### config.mk
export PLATFORM = sky130hd
export DESIGN_NAME = boot_loader
export DESIGN_NICKNAME = d
export VERILOG_FILES = /design/src/rtl/boot_loader.sv
export SDC_FILE = /design/constraint.sdc
export NUM_CORES = 1
export LEC_CHECK = 0
export CELL_PAD_IN_SITES_DETAIL_PLACEMENT = 0
export CELL_PAD_IN_SITES_GLOBAL_PLACEMENT = 2
export CORE_MARGIN = 3
export CORE_UTILIZATION = 27
export CTS_BUF_LIST = sky130_fd_sc_hd__clkbuf_8 sky130_fd_sc_hd__clkbuf_16
export CTS_CLUSTER_DIAMETER = 200
export DETAILED_ROUTE_END_ITERATION = 8
export HOLD_SLACK_MARGIN = 0.1
export PLACE_DENSITY_LB_ADDON = 0.1
export SLEW_MARGIN = 40
export SYNTH_ARGS = -nofsm -noshare
export SYNTH_HDL_FRONTEND = slang
export SYNTH_SLANG_ARGS = --single-unit
### constraint.sdc
create_clock -name clk -period 1.7 [get_ports clk]
set_clock_uncertainty 0.1 [all_clocks]
set_input_delay 0.34 -clock clk [delete_from_list [all_inputs] [get_ports clk]]
set_output_delay 0.34 -clock clk [all_outputs]
set_load 0.03 [all_outputs]
### src/rtl/boot_loader.sv
// rtl/boot_loader.sv - ROM-to-RAM boot copy engine
// Copies words 0..LAST_ADDR from ROM into RAM with a per-write ack handshake and timeout.
`ifndef ADDR_SIZE
`define ADDR_SIZE 8
`endif
`ifndef WORD_SIZE
`define WORD_SIZE 16
`endif

module boot_loader #(
  parameter int                   ADDR_SIZE   = `ADDR_SIZE,
  parameter int                   WORD_SIZE   = `WORD_SIZE,
  parameter logic [ADDR_SIZE-1:0] LAST_ADDR   = 8'd20,
  parameter int                   ACK_TIMEOUT = 16
) (
  input  logic                 clk,
  input  logic                 rst_n,
  input  logic                 start,
  output logic                 boot,
  output logic [ADDR_SIZE-1:0] rom_addr,
  input  logic [WORD_SIZE-1:0] rom_data,
  output logic [ADDR_SIZE-1:0] ram_addr,
  output logic [WORD_SIZE-1:0] ram_wdata,
  output logic                 ram_we,
  input  logic                 ram_ack,
  output logic                 busy,
  output logic                 done,
  output logic                 err,
  output logic [ADDR_SIZE-1:0] words_copied
);

  localparam int TW = $clog2(ACK_TIMEOUT + 1);
  localparam logic [TW-1:0] TMO_LAST = TW'(ACK_TIMEOUT - 1);

  typedef enum logic [2:0] {IDLE, ADDR, READ, WRITE, DONE, ERR} state_t;

  state_t               state_q, state_d;
  logic [ADDR_SIZE-1:0] rom_addr_q, rom_addr_d;
  logic [ADDR_SIZE-1:0] ram_addr_q, ram_addr_d;
  logic [WORD_SIZE-1:0] ram_wdata_q, ram_wdata_d;
  logic [ADDR_SIZE-1:0] words_q, words_d;
  logic                 done_q, done_d;
  logic                 err_q, err_d;
  logic [TW-1:0]        tmo_q, tmo_d;

  always_ff @(posedge clk or negedge rst_n) begin
    if (!rst_n) begin
      state_q     <= IDLE;
      rom_addr_q  <= '0;
      ram_addr_q  <= '0;
      ram_wdata_q <= '0;
      words_q     <= '0;
      done_q      <= 1'b0;
      err_q       <= 1'b0;
      tmo_q       <= '0;
    end else begin
      state_q     <= state_d;
      rom_addr_q  <= rom_addr_d;
      ram_addr_q  <= ram_addr_d;
      ram_wdata_q <= ram_wdata_d;
      words_q     <= words_d;
      done_q      <= done_d;
      err_q       <= err_d;
      tmo_q       <= tmo_d;
    end
  end

  always_comb begin
    state_d     = state_q;
    rom_addr_d  = rom_addr_q;
    ram_addr_d  = ram_addr_q;
    ram_wdata_d = ram_wdata_q;
    words_d     = words_q;
    done_d      = done_q;
    err_d       = err_q;
    tmo_d       = tmo_q;
    case (state_q)
      IDLE, DONE, ERR: begin
        if (start) begin
          done_d     = 1'b0;
          err_d      = 1'b0;
          words_d    = '0;
          rom_addr_d = '0;
          state_d    = ADDR;
        end
      end
      ADDR: state_d = READ;
      READ: begin
        ram_wdata_d = rom_data;
        ram_addr_d  = rom_addr_q;
        tmo_d       = '0;
        state_d     = WRITE;
      end
      WRITE: begin
        // An ack on the final timeout cycle still counts as success.
        if (ram_ack) begin
          words_d = words_q + ADDR_SIZE'(1);
          tmo_d   = '0;
          if (rom_addr_q == LAST_ADDR) begin
            done_d  = 1'b1;
            state_d = DONE;
          end else begin
            rom_addr_d = rom_addr_q + ADDR_SIZE'(2);
            state_d    = ADDR;
          end
        end else if (tmo_q == TMO_LAST) begin
          err_d   = 1'b1;
          state_d = ERR;
        end else begin
          tmo_d = tmo_q + TW'(1);
        end
      end
      default: state_d = IDLE;
    endcase
  end

  assign boot         = (state_q == ADDR) || (state_q == READ) || (state_q == WRITE);
  assign busy         = boot;
  assign ram_we       = (state_q == WRITE);
  assign rom_addr     = rom_addr_q;
  assign ram_addr     = ram_addr_q;
  assign ram_wdata    = ram_wdata_q;
  assign words_copied = words_q;
  assign done         = done_q;
  assign err          = err_q;

endmodule

==> out/qor.yml, run 1 <==
status: "complete, but fails checks"
violations: "negative setup slack"
critPathArrivalTime_ns: 1.91
synthTopCellsByArea: "dfrtp_1 (55%), mux2_2 (12%), o31ai_1 (3.4%)"
hp-class: "flip-flop to flip-flop"
fill_cells: 783
initial_core_util_pct: 28.1
r2r_slack_ns: -0.08
timing.final.crit_share_pct: 105
synth.cells.most_frequent: "dfrtp_1 (48), mux2_2 (23), a21oi_1 (11)"
grt_pass1_wl_um: 8870
yosysWarnings: 0
drc: 0
cts_root_buf: "clkbuf_8"
worst_hold_slack_ns: 0.390
drt-pass1-iter-count: 4
path_clk_slew_ns: 0.09
worstSkewPairLatency_ns: 0.30
synth_top_area_cell: "dfrtp_1"
drt_iter0_markers: 46
synth_edf_count: 0
numClockSinks: 48
vias: 1862
min_to: "ram_addr[5]$_DFFE_PN0P_"
hold_viol: 0
syn2layout_area_growth_pct: 56.2
fin_crit_ns: 1.78
whs_path_depth: 1
cap_viol_max_count: 0
synth.most_common_cell: "dfrtp_1"
routed_wl_um: 5830
hp-start: "ram_addr[5]$_DFFE_PN0P_"
path_cells: "buf_6, nand4b_1, buf_6, or4_1, a21oi_1"
vias_per_cell: 4.71
endpoint_kind: "flip-flop"
final_core_util_pct: 43.9
yosys_most_used_dff: "dfrtp_1"
gr-total-overflow: 0
crit_type: "flip-flop to flip-flop"
row_count: 32
slew_violations: 0
max_stage_delay_ns: 0.49
async_reset_ff_share_pct: 100
die_h_um: 96.2
port_buffers: 62
startpoint_type: "flip-flop"
num_io_pins: 65
power_density_nw_per_um2: 1640
gp_routability_congestion: 0.714
worst-path-buf-inv: 2
fmax_mhz: 560
antenna_cells: 0
cp_slowest_cell: "or4_1"
drive_gt1_share_pct: 34.1
clk_path_buf_depth: 2
htree_levels: 2
die_area_sq_um: 9250
numCtsBuffers: 5
chipWidth_um: 96.2
dp.cells: 375
setup_ws_ns: -0.0842
peakVddDrop_v: 0.000711
grt_pass1_vias: 1726
postRouteAntennaNets: 0
antenna_found_initial: 0
postSynthAreaPerCell_sq_um: 11.7
critical-path-top-delay-family: "simple AND/OR/NAND/NOR gates"
cp_max_fo: 5
reg2reg_to: "rom_addr[7]$_DFFE_PN0P_"
r2r_cells: 5
setup_viol: 8
final_cells: 395
rsz0062_at_grt: "true"
track_usage_pct: 12.5
r2r-start: "state_q[2]$_DFFE_PN0P_"
hpwl_um: 3980
synth_cells: 188
required_ns: 1.83
synth-seq-cells: 48
cts_tree: "done"
crit_top_cell: "buf_6"
nNetsFinal: 316
synthesis.area_sq_um: 2200
grt_max_degree: 34
avgRoutedWirePerCell_um: 14.8
seq_area_frac_synth_pct: 54.7
core_sq_um: 7810
yosysTopAreaCellShare_pct: 54.7
leakage_uw: 0.00160
synth_cell_types: 36
[stage by stage]
step           setup TNS, ns  worst slack [ns]  area [sq um]  total power (uW)
6_report              -0.436           -0.0842          3430              5630
5_1_grt                -1.21            -0.165          3430              6020
4_1_cts              -0.0952           -0.0860          3300              5540
3_5_place_dp           -3.20            -0.285          3160              4900
3_3_place_gp           -3.41            -0.290          3160              4890
2_1_floorplan        -0.0407           -0.0407          2200              3530
[power by group]
part | internal, uW | switching [uW]
Combinational | 1380 | 1780
Clock | 325 | 386
Sequential | 1530 | 237
[registers in the layout (all words and copies together) (netlist names)]
name          flops
err               1
rom_addr          7
done              1
ram_addr          7
state_q           3
ram_wdata        16
tmo_q             5
words_copied      8
[worst max-delay path by stage]
| stage | slack (ns) | cells after the start | start | end |
|---|---|---|---|---|
| floorplan | -0.04 | 6 | tmo_q[1]$_DFFE_PN0P_ | tmo_q[3]$_DFFE_PN0P_ |
| global placement | -0.29 | 5 | ram_ack | rom_addr[6]$_DFFE_PN0P_ |
| detailed placement | -0.28 | 5 | ram_ack | words_copied[5]$_DFFE_PN0P_ |
| CTS | -0.09 | 6 | tmo_q[0]$_DFFE_PN0P_ | tmo_q[3]$_DFFE_PN0P_ |
| global route | -0.16 | 6 | tmo_q[0]$_DFFE_PN0P_ | tmo_q[3]$_DFFE_PN0P_ |
| finish | -0.08 | 5 | state_q[2]$_DFFE_PN0P_ | rom_addr[7]$_DFFE_PN0P_ |
[worst reg2reg max path: stages (launching register included)]
cell	delay, ns
dfrtp_1	0.43
buf_6	0.13
nand4b_1	0.24
buf_6	0.19
or4_1	0.49
a21oi_1	0.13
[layout make-up]
class | instances | area, sq um | area share [%]
Clock inverter | 2 | 11.3 | 0.328
Timing Repair Buffer | 106 | 940 | 27.4
Multi-Input combinational cell | 121 | 1030 | 30.0
Clock buffer | 6 | 82.6 | 2.41
Inverter | 10 | 37.5 | 1.09
Sequential cell | 48 | 1200 | 35.1
Tap cell | 102 | 128 | 3.72
[per-layer routing]
metal | GRT usage (%) | vias up | part of all wire, %
met5 | 0 | - | 0
met4 | 3.55 | 0 | 1.1
met3 | 3.05 | 6 | 4.3
met2 | 19.1 | 38 | 47
met1 | 17.3 | 922 | 48
li1 | - | 896 | -
[logic make-up (layout without fill, tap and decap cells)]
| kind of cell | count (synthesis) | after routing | synth area share [%] |
|---|---|---|---|
| other cells | 1 | 2 | 0.171 |
| compound gates | 41 | 41 | 12.0 |
| mux | 29 | 29 | 14.6 |
| flops | 48 | 48 | 54.7 |
| fa+ha+maj | 4 | 4 | 2.28 |
| buf+inv | 20 | 124 | 4.10 |
| simple gates | 45 | 45 | 12.2 |
[cell usage in the layout (no fill, tap or decap), types with 6 or more instances in the layout]
cell type        Yosys  final
a21oi_1             11      6
buf_6                0      7
buf_4                3     36
nand2_1              6      6
inv_1               10     11
clkdlybuf4s50_1      0     18
o21ai_0              9      7
clkbuf_8             0      6
dlygate4sd2_1        0     40
dfrtp_1             48     47
mux2_2              23     22
o31ai_1             10      9
[what timing repair did]
item | CTS | global route
gates resized for setup | 54 | 22
endpoints found under the setup margin | 50 | 19
hold endpoints to repair | 15 | 0
gates cloned | 0 | 2
setup buffers | 5 | 4
hold buffers | 1 | 0
pin swaps | 3 | 14
Note: power is estimated with default switching activity, not from simulation.
==> run 2, diff against run 1 <==
--- a/config.mk
+++ b/config.mk
@@ -7,6 +7,7 @@
 export LEC_CHECK = 0
 export CELL_PAD_IN_SITES_DETAIL_PLACEMENT = 0
 export CELL_PAD_IN_SITES_GLOBAL_PLACEMENT = 2
+export CORE_ASPECT_RATIO = 0.5
 export CORE_MARGIN = 3
 export CORE_UTILIZATION = 27
 export CTS_BUF_LIST = sky130_fd_sc_hd__clkbuf_8 sky130_fd_sc_hd__clkbuf_16
@@ -14,6 +15,7 @@
 export DETAILED_ROUTE_END_ITERATION = 8
 export HOLD_SLACK_MARGIN = 0.1
 export PLACE_DENSITY_LB_ADDON = 0.1
+export REMOVE_ABC_BUFFERS = 1
 export SLEW_MARGIN = 40
 export SYNTH_ARGS = -nofsm -noshare
 export SYNTH_HDL_FRONTEND = slang
==> constraint.sdc (replaced) <==
create_clock -name clk -period 1.7 [get_ports clk]
set_clock_uncertainty 0.1 [all_clocks]
set_input_delay 0.51 -clock clk [delete_from_list [all_inputs] [get_ports clk]]
set_output_delay 0.51 -clock clk [all_outputs]
set_load 0.03 [all_outputs]
==> out/qor.yml, run 2 (synthesis gave the netlist of run 1 again) <==
fin_crit_ns: 1.78
path_clk_slew_ns: 0.06
critPathArrivalTime_ns: 1.89
syn2layout_area_growth_pct: 58.7
leakage_uw: 0.00158
largest_register_ffs: 16
peakVddDrop_v: 0.000534
rsz0062_at_grt: "true"
cap_viol_max_count: 0
antenna_found_initial: 0
antenna_cells: 0
vias: 1848
dp.cells: 378
violations: "negative setup slack"
drt_iter0_markers: 63
startpoint_type: "flip-flop"
required_ns: 1.81
layout_commonest_cell: "buf_4"
track_usage_pct: 12.6
power_density_nw_per_um2: 1720
slew_violations: 0
worstSkewPairLatency_ns: 0.29
gr-total-overflow: 0
layout_common_cells: "buf_4 (46), dfrtp_1 (45), mux2_2 (22), dlygate4sd2_1 (22), clkdlybuf4s50_1 (17)"
fill_cells: 739
drive_gt1_share_pct: 40.5
grt_pass1_wl_um: 9450
cts_tree: "done"
fmax_mhz: 563
drt-pass1-iter-count: 4
htree_levels: 2
final_core_util_pct: 45.9
row_count: 22
endpoint_kind: "flip-flop"
cts_root_buf: "clkbuf_16"
gp_routability_congestion: 0.811
hpwl_um: 3780
core_sq_um: 7600
crit_type: "flip-flop to flip-flop"
grt_pass1_vias: 1910
num_io_pins: 65
placed_cell_area_sq_um: 3130
initial_core_util_pct: 28.9
r2r_slack_ns: -0.08
cp_max_fo: 2
die_h_um: 69.8
vias_per_cell: 4.65
chipWidth_um: 134
port_buffers: 62
drc: 0
clk_path_buf_depth: 2
numCtsBuffers: 5
grt_max_degree: 47
status: "complete, but fails checks"
setup_ws_ns: -0.0764
die_area_sq_um: 9320
hp-class: "flip-flop to flip-flop"
avgRoutedWirePerCell_um: 14.2
final_cells: 397
nNetsFinal: 313
postRouteAntennaNets: 0
hold_viol: 0
numClockSinks: 48
timing.final.crit_share_pct: 104
fin_tns_setup_ns: -0.190
setup_viol: 4
finish.instance_area_sq_um: 3490
routed_wl_um: 5650
==> run 2: changes by cell type in the layout (fill, tap and decap cells not counted), sizes merged <==
cell and change:
buf +12, clkdlybuf4s15 +3, clkdlybuf4s50 -1, clkinv +1, dlygate4sd2 -18, inv -1
==> run 2: worst paths after layout <==
kind                                    startpoint                         to  cells after the start
max                           tmo_q[1]$_DFFE_PN0P_       tmo_q[3]$_DFFE_PN0P_                      6
min                        ram_addr[5]$_DFFE_PN0P_    ram_addr[5]$_DFFE_PN0P_                      1
max reg2reg                   tmo_q[1]$_DFFE_PN0P_       tmo_q[3]$_DFFE_PN0P_                      6
min reg2reg                ram_addr[5]$_DFFE_PN0P_    ram_addr[5]$_DFFE_PN0P_                      1
max in group asynchronous                    rst_n     state_q[1]$_DFFE_PN0P_                      3
min in group asynchronous                    rst_n  ram_wdata[12]$_DFFE_PN0P_                      2
==> run 2: metal layers <==
layer	vias up	track usage (%)	part of all wire, %
met1	901	16.7	48
li1	894	-	-
met3	8	4.49	6.1
met4	0	3.42	1.1
met5	-	0	0
met2	45	19.6	45
==> run 2: cell type report <==
type                       count  area (sq um)  share of cell area, %
sequential                    48          1200                   34.6
inverter                      10          37.5                   1.08
clock inverter                 2          12.5                  0.359
clock buffer                   5           125                   3.59
timing repair buffer         103           940                   27.0
tap                          108           135                   3.88
multi-input combinational    121          1030                   29.6
==> run 2: per-stage QoR <==
stage / power (uW) / worst slack [ns] / hold slack [ns]
global route: 6400 / -0.151 / 0.416
CTS: 5960 / -0.0725 / 0.393
floorplan: 3470 / -0.634 / 0.114
global placement: 4910 / -0.422 / 0.218
detailed placement: 4950 / -0.480 / 0.221
finish: 6010 / -0.0764 / 0.386
==> run 2: report_power, final <==
part	switching [uW]	internal, uW	leakage (uW)	total, uW
logic	1760	1500	0.000899	3260
clock network	418	534	0.0000657	953
registers	258	1540	0.000611	1800
==> run 2: what timing repair did <==
| item | 4_1_cts | 5_1_grt |
|---|---|---|
| resized for setup | 43 | 26 |
| pin swaps | 5 | 12 |
| gates cloned | 1 | 0 |
| hold buffers | 1 | 0 |
| endpoints found under the setup margin | 42 | 26 |
| endpoints found under the hold margin | 2 | 0 |
| setup buffers | 9 | 2 |
==> run 2: worst max-delay path: stages, from the launching register on <==
cell and delay (ns):
dfrtp_1 0.39, ha_2 0.19, and3_4 0.18, ha_4 0.15, nand4b_1 0.19, or4_1 0.41, o21ai_1 0.09
